[src/rtl/gate_tt_pkg.sv]
// Shared encodings for the gate truth-table checker: gate selects, reference
// tables and the sequencer state type.
package gate_tt_pkg;

  typedef enum logic [2:0] {
    SEL_AND  = 3'd0,
    SEL_OR   = 3'd1,
    SEL_NOTA = 3'd2,
    SEL_NAND = 3'd3,
    SEL_NOR  = 3'd4,
    SEL_XOR  = 3'd5,
    SEL_XNOR = 3'd6,
    SEL_RSVD = 3'd7
  } gate_sel_e;

  // Table bit i holds y for a=i[1], b=i[0]
  localparam logic [3:0] TT_AND  = 4'b1000;
  localparam logic [3:0] TT_OR   = 4'b1110;
  localparam logic [3:0] TT_NOTA = 4'b0011;
  localparam logic [3:0] TT_NAND = 4'b0111;
  localparam logic [3:0] TT_NOR  = 4'b0001;
  localparam logic [3:0] TT_XOR  = 4'b0110;
  localparam logic [3:0] TT_XNOR = 4'b1001;

  localparam logic [2:0] NO_MATCH = 3'd7;

  typedef struct packed {
    logic       valid;
    logic [3:0] tt;
  } exp_tt_t;

  typedef enum logic [1:0] {
    IDLE  = 2'd0,
    RUN   = 2'd1,
    CHECK = 2'd2
  } state_e;

  function automatic exp_tt_t exp_tt(input logic [2:0] sel);
    exp_tt_t r;
    r.valid = 1'b1;
    case (sel)
      SEL_AND:  r.tt = TT_AND;
      SEL_OR:   r.tt = TT_OR;
      SEL_NOTA: r.tt = TT_NOTA;
      SEL_NAND: r.tt = TT_NAND;
      SEL_NOR:  r.tt = TT_NOR;
      SEL_XOR:  r.tt = TT_XOR;
      SEL_XNOR: r.tt = TT_XNOR;
      default: begin
        r.valid = 1'b0;
        r.tt    = 4'b0000;
      end
    endcase
    return r;
  endfunction

endpackage

[src/rtl/gate_tt_classify.sv]
// Combinational classifier: names the first known gate (encoding 0..6) whose
// reference table equals the observed table.
module gate_tt_classify
  import gate_tt_pkg::*;
(
  input  logic [3:0] tt,
  output logic       match_valid,
  output logic [2:0] match_id
);

  exp_tt_t cand;

  // Scan downward so the lowest matching encoding is the one left standing
  always_comb begin
    match_valid = 1'b0;
    match_id    = NO_MATCH;
    cand        = '0;
    for (int i = 6; i >= 0; i--) begin
      cand = exp_tt(3'(i));
      if (tt == cand.tt) begin
        match_valid = 1'b1;
        match_id    = 3'(i);
      end
    end
  end

endmodule

[config.mk]
export PLATFORM = sky130hd
export DESIGN_NAME = gate_tt_classify
export DESIGN_NICKNAME = d
export VERILOG_FILES = /design/src/rtl/gate_tt_pkg.sv /design/src/rtl/gate_tt_classify.sv
export SDC_FILE = /design/constraint.sdc
export NUM_CORES = 1
export LEC_CHECK = 0
export BUFFER_PORTS_ARGS = -buffer_cell sky130_fd_sc_hd__buf_2
export CAP_MARGIN = 25
export CORE_AREA = 3 3 40 42
export DETAILED_ROUTE_END_ITERATION = 7
export DIE_AREA = 0 0 43 45
export GPL_TIMING_DRIVEN = 0
export PLACE_DENSITY = 0.33
export SLEW_MARGIN = 10
export SYNTH_ARGS = -nofsm -noshare
export SYNTH_HDL_FRONTEND = slang
export SYNTH_SLANG_ARGS = --single-unit
[constraint.sdc]
create_clock -name vclk -period 0.8
set_clock_uncertainty 0.05 [all_clocks]
set_input_delay 0.08 -clock vclk [all_inputs]
set_output_delay 0.08 -clock vclk [all_outputs]
set_load 0.01 [all_outputs]
# After elaboration in Yosys (flattened, before gate mapping)
# Cells that the tools add are included.
[classes]
addsub = 0
n_mul = 0
n_div = 0
magnitude_cmp = 0
n_eq_ne = 7
shift = 0
mux = 14
bitwise_logic = 0
n_reduce_logical = 0
[op_table]
columns = ["cell", "count"]
rows = [
  ["$mux 3", 6],
  ["$eq 4x4->1 const B", 3],
  ["$eq 4x3->1 const B", 2],
  ["$mux 1", 8],
  ["$eq 4x1->1 const B", 1],
  ["$eq 4x2->1 const B", 1],
]
[totals]
regBits = 0
latch_bits = 0
ram_bits = 0
romBits = 0
in_bits = 4
out_inout_bits = 4
wordCells = 21
mem_count = 0

# Depth between registers and ports, before layout
[depth]
depth_word = 8
mapped_depth = 2
ltp_nobuf = 2

# Worst setup path before layout
# OpenSTA, ideal clock, no wires.
[synth_path]
kind = "input port to output port"
startpoint = "in tt[2]"
endpoint = "out match_valid"
arrival_time_ns = 0.583
required_time_ns = 0.670
slack_ns = 0.087
cell_stages = 2
n_path_buf = 0
path_cell_list = "mux2_4 a22oi_2"
[synth_between]
elab_chain_cells = 8
[synth_rtl]
columns = ["item", "line_no", "source"]
rows = [
  ["start: declaration", "gate_tt_classify.sv:6", "input logic [3:0] tt,"],
  ["$eq 4x4->1", "gate_tt_classify.sv:20", "if (tt == cand.tt) begin"],
  ["$mux 1 (6 in a row)", "gate_tt_classify.sv:20", ""],
  ["$mux 1 *", "gate_tt_classify.sv:20", ""],
  ["end: declaration", "gate_tt_classify.sv:7", "output logic match_valid,"],
]
# Every way passes the cells marked *; elsewhere a longest branch is shown, timed or not.

# Worst setup path after layout
# Ends and elaborated chain as after synthesis.

==> impl_metrics.ini <==
[global_routing]
grt_util_met3_pct = 0.398
busiest_layer = met2
grt_pass1_vias = 137
gr-usage-met2_pct = 6.29
grt_use_total_pct = 3.32
grt_util_met1_pct = 4.29
grt_max_degree = 8
grt_antenna_before_repair = 0
overflow = 0
grt_pass1_wl_um = 538

[synthesis]
ys_warn_count = 0
synth_area_per_cell_um2 = 7.80
yosysSeqAreaShare_pct = 0
yosysTopAreaCellShare_pct = 14.8
yosysMostFrequentCell = nor2_1
synthesis.area_um2 = 101
synth_area_leaders = mux2_4 (15%), a22oi_2 (12%), a211o_2 (9.9%)
synth_cell_type_count = 12
syn_inst = 13
synth_nets = 17
yosysTopAreaCell = mux2_4

[setup_path]
required_ps = 670
critical_path.max_stage_delay_ps = 290
startpoint_type = primary input
critPathKind = in -> out
path_delay_family = multiplexers
endpoint_kind = primary output
cpMaxStageDelayCell = mux2_4
crit_chain = buf_8 -> mux2_4 -> a22oi_2 -> buf_2
path_max_fanout = 3
path_buf_inv = 2
arrival_ps = 750

[routing]
vias_per_cell = 3.50
first_pass_iters = 1
totalWireLength_um = 313
drc = 0
wl_per_cell_um = 8.24
ant_nets = 0
vias = 133
dr.first_iter.drc_count = 0

[final_layout]
antenna_cells = 0
layout-drive-gt1-share_pct = 60.9
nets = 29
nClkBuffers = 0
instances_no_fill = 38
final_cell_area_um2 = 204
seq_cell_count = 0
syn_to_final_growth_pct = 101
fillers = 144
seq_area_um2 = 0
final_util_pct = 15.9

[placed_design]
port-buffer-count = 8
dp.cells = 36
hpwlAfterDp_um = 234
placed_cell_area_um2 = 160
globalplace.congestion = 0.610

[sta]
max_freq_ghz = 1.13
fin_ws_ps = -84.1
drv_slew = 0
finalCritPeriodShare_pct = 111
whs_ps = 428
tightest_slew_ps = 162
rsz0062_at_grt = yes
slew_headroom_pct = 89.2
fin_crit_ps = 884
finalSetupViolCount = 4
hold_viol = 0

[floorplan]
rows = 13
die_w_um = 43
die_y_um = 45
ios = 8
core-area_um2 = 1280
initial_core_util_pct = 7.89
die_area_um2 = 1940

[pwr]
combPwrFrac_pct = 100.0
p_leak_uw = 0.0000954
p_switching_uw = 50.5
swShare_pct = 43.7
clock_power_share_pct = 0
seqPwrFrac_pct = 0
ir_worst_vdd_uv = 147
power.density_nw_per_um2 = 567
p_int_uw = 65.1

[worst_hold_path]
hold_path_class = in -> out

[job]
maxCapViolCount = 0

[run_status]
status = finished, violations left
violations = negative setup slack
tightest hold or removal path, stage by stage:
cell,delay (ps)
buf_6,90
a211o_2,110
buf_2,110
cells by family (layout without fill, tap and decap cells):
family / Yosys count / after routing / synth area share (%)
muxes: 1 / 1 / 14.8
AOI/OAI and AO/OA: 5 / 5 / 44.5
and+or+nand+nor: 4 / 4 / 19.8
xor gates and xnor gates: 2 / 2 / 17.3
buffers and inverters: 1 / 11 / 3.70
path summary, 6_finish.rpt:
path   from     endpoint  slack [ps]  depth (start not counted)
min   tt[1]  match_id[0]         430                          3
max   tt[2]  match_valid         -80                          4
power by group through the flow:
| stage | combinational, uW | sequential, uW | clock, uW |
|---|---|---|---|
| after CTS | 111 | 0 | 0 |
| final | 116 | 0 | 0 |
| after detailed placement | 92.3 | 0 | 0 |
| after floorplan | 49.3 | 0 | 0 |
| after global routing | 128 | 0 | 0 |
| after global placement | 90.0 | 0 | 0 |
stage by stage:
step / total power (uW) / setup WS (ps) / setup TNS, ps
2_1_floorplan: 49.3 / 87.2 / 0
3_3_place_gp: 90.0 / -178 / -276
3_5_place_dp: 92.3 / -188 / -288
4_1_cts: 111 / -89.2 / -213
5_1_grt: 128 / -121 / -399
6_report: 116 / -84.1 / -203
placed cells by master, fill, tap and decap left out:
cell,count
a211o_2,1
mux2_4,1
a31oi_1,1
nand2_1,1
a22oi_2,1
buf_4,2
a2bb2oi_2,1
nor2_1,2
xor2_1,1
buf_2,5
buf_8,1
xnor2_1,1
o21bai_1,1
and3b_1,1
inv_1,1
buf_6,2
per-layer routing:
layer	routed length, um	part of all wire, %	vias to the layer above
met5	0	0	-
met2	158	50	6
met1	132	42	58
met3	22	7.0	0
li1	-	-	69
met4	0	0	0
cell type report:
type / count / area [um^2] / share of cell area, %
tap: 15 / 18.8 / 9.20
multi-input combinational: 12 / 104 / 50.9
timing repair buffer: 10 / 77.6 / 38.0
inverter: 1 / 3.75 / 1.84
timing repair:
action / in CTS / in global routing
buffers inserted: 2 / 0
pin swaps: 2 / 0
resized for setup: 7 / 1
setup endpoints to repair: 4 / 4
hold buffers: 0 / 0
cloned: 0 / 0
Note: power is estimated with default switching activity, not from simulation.
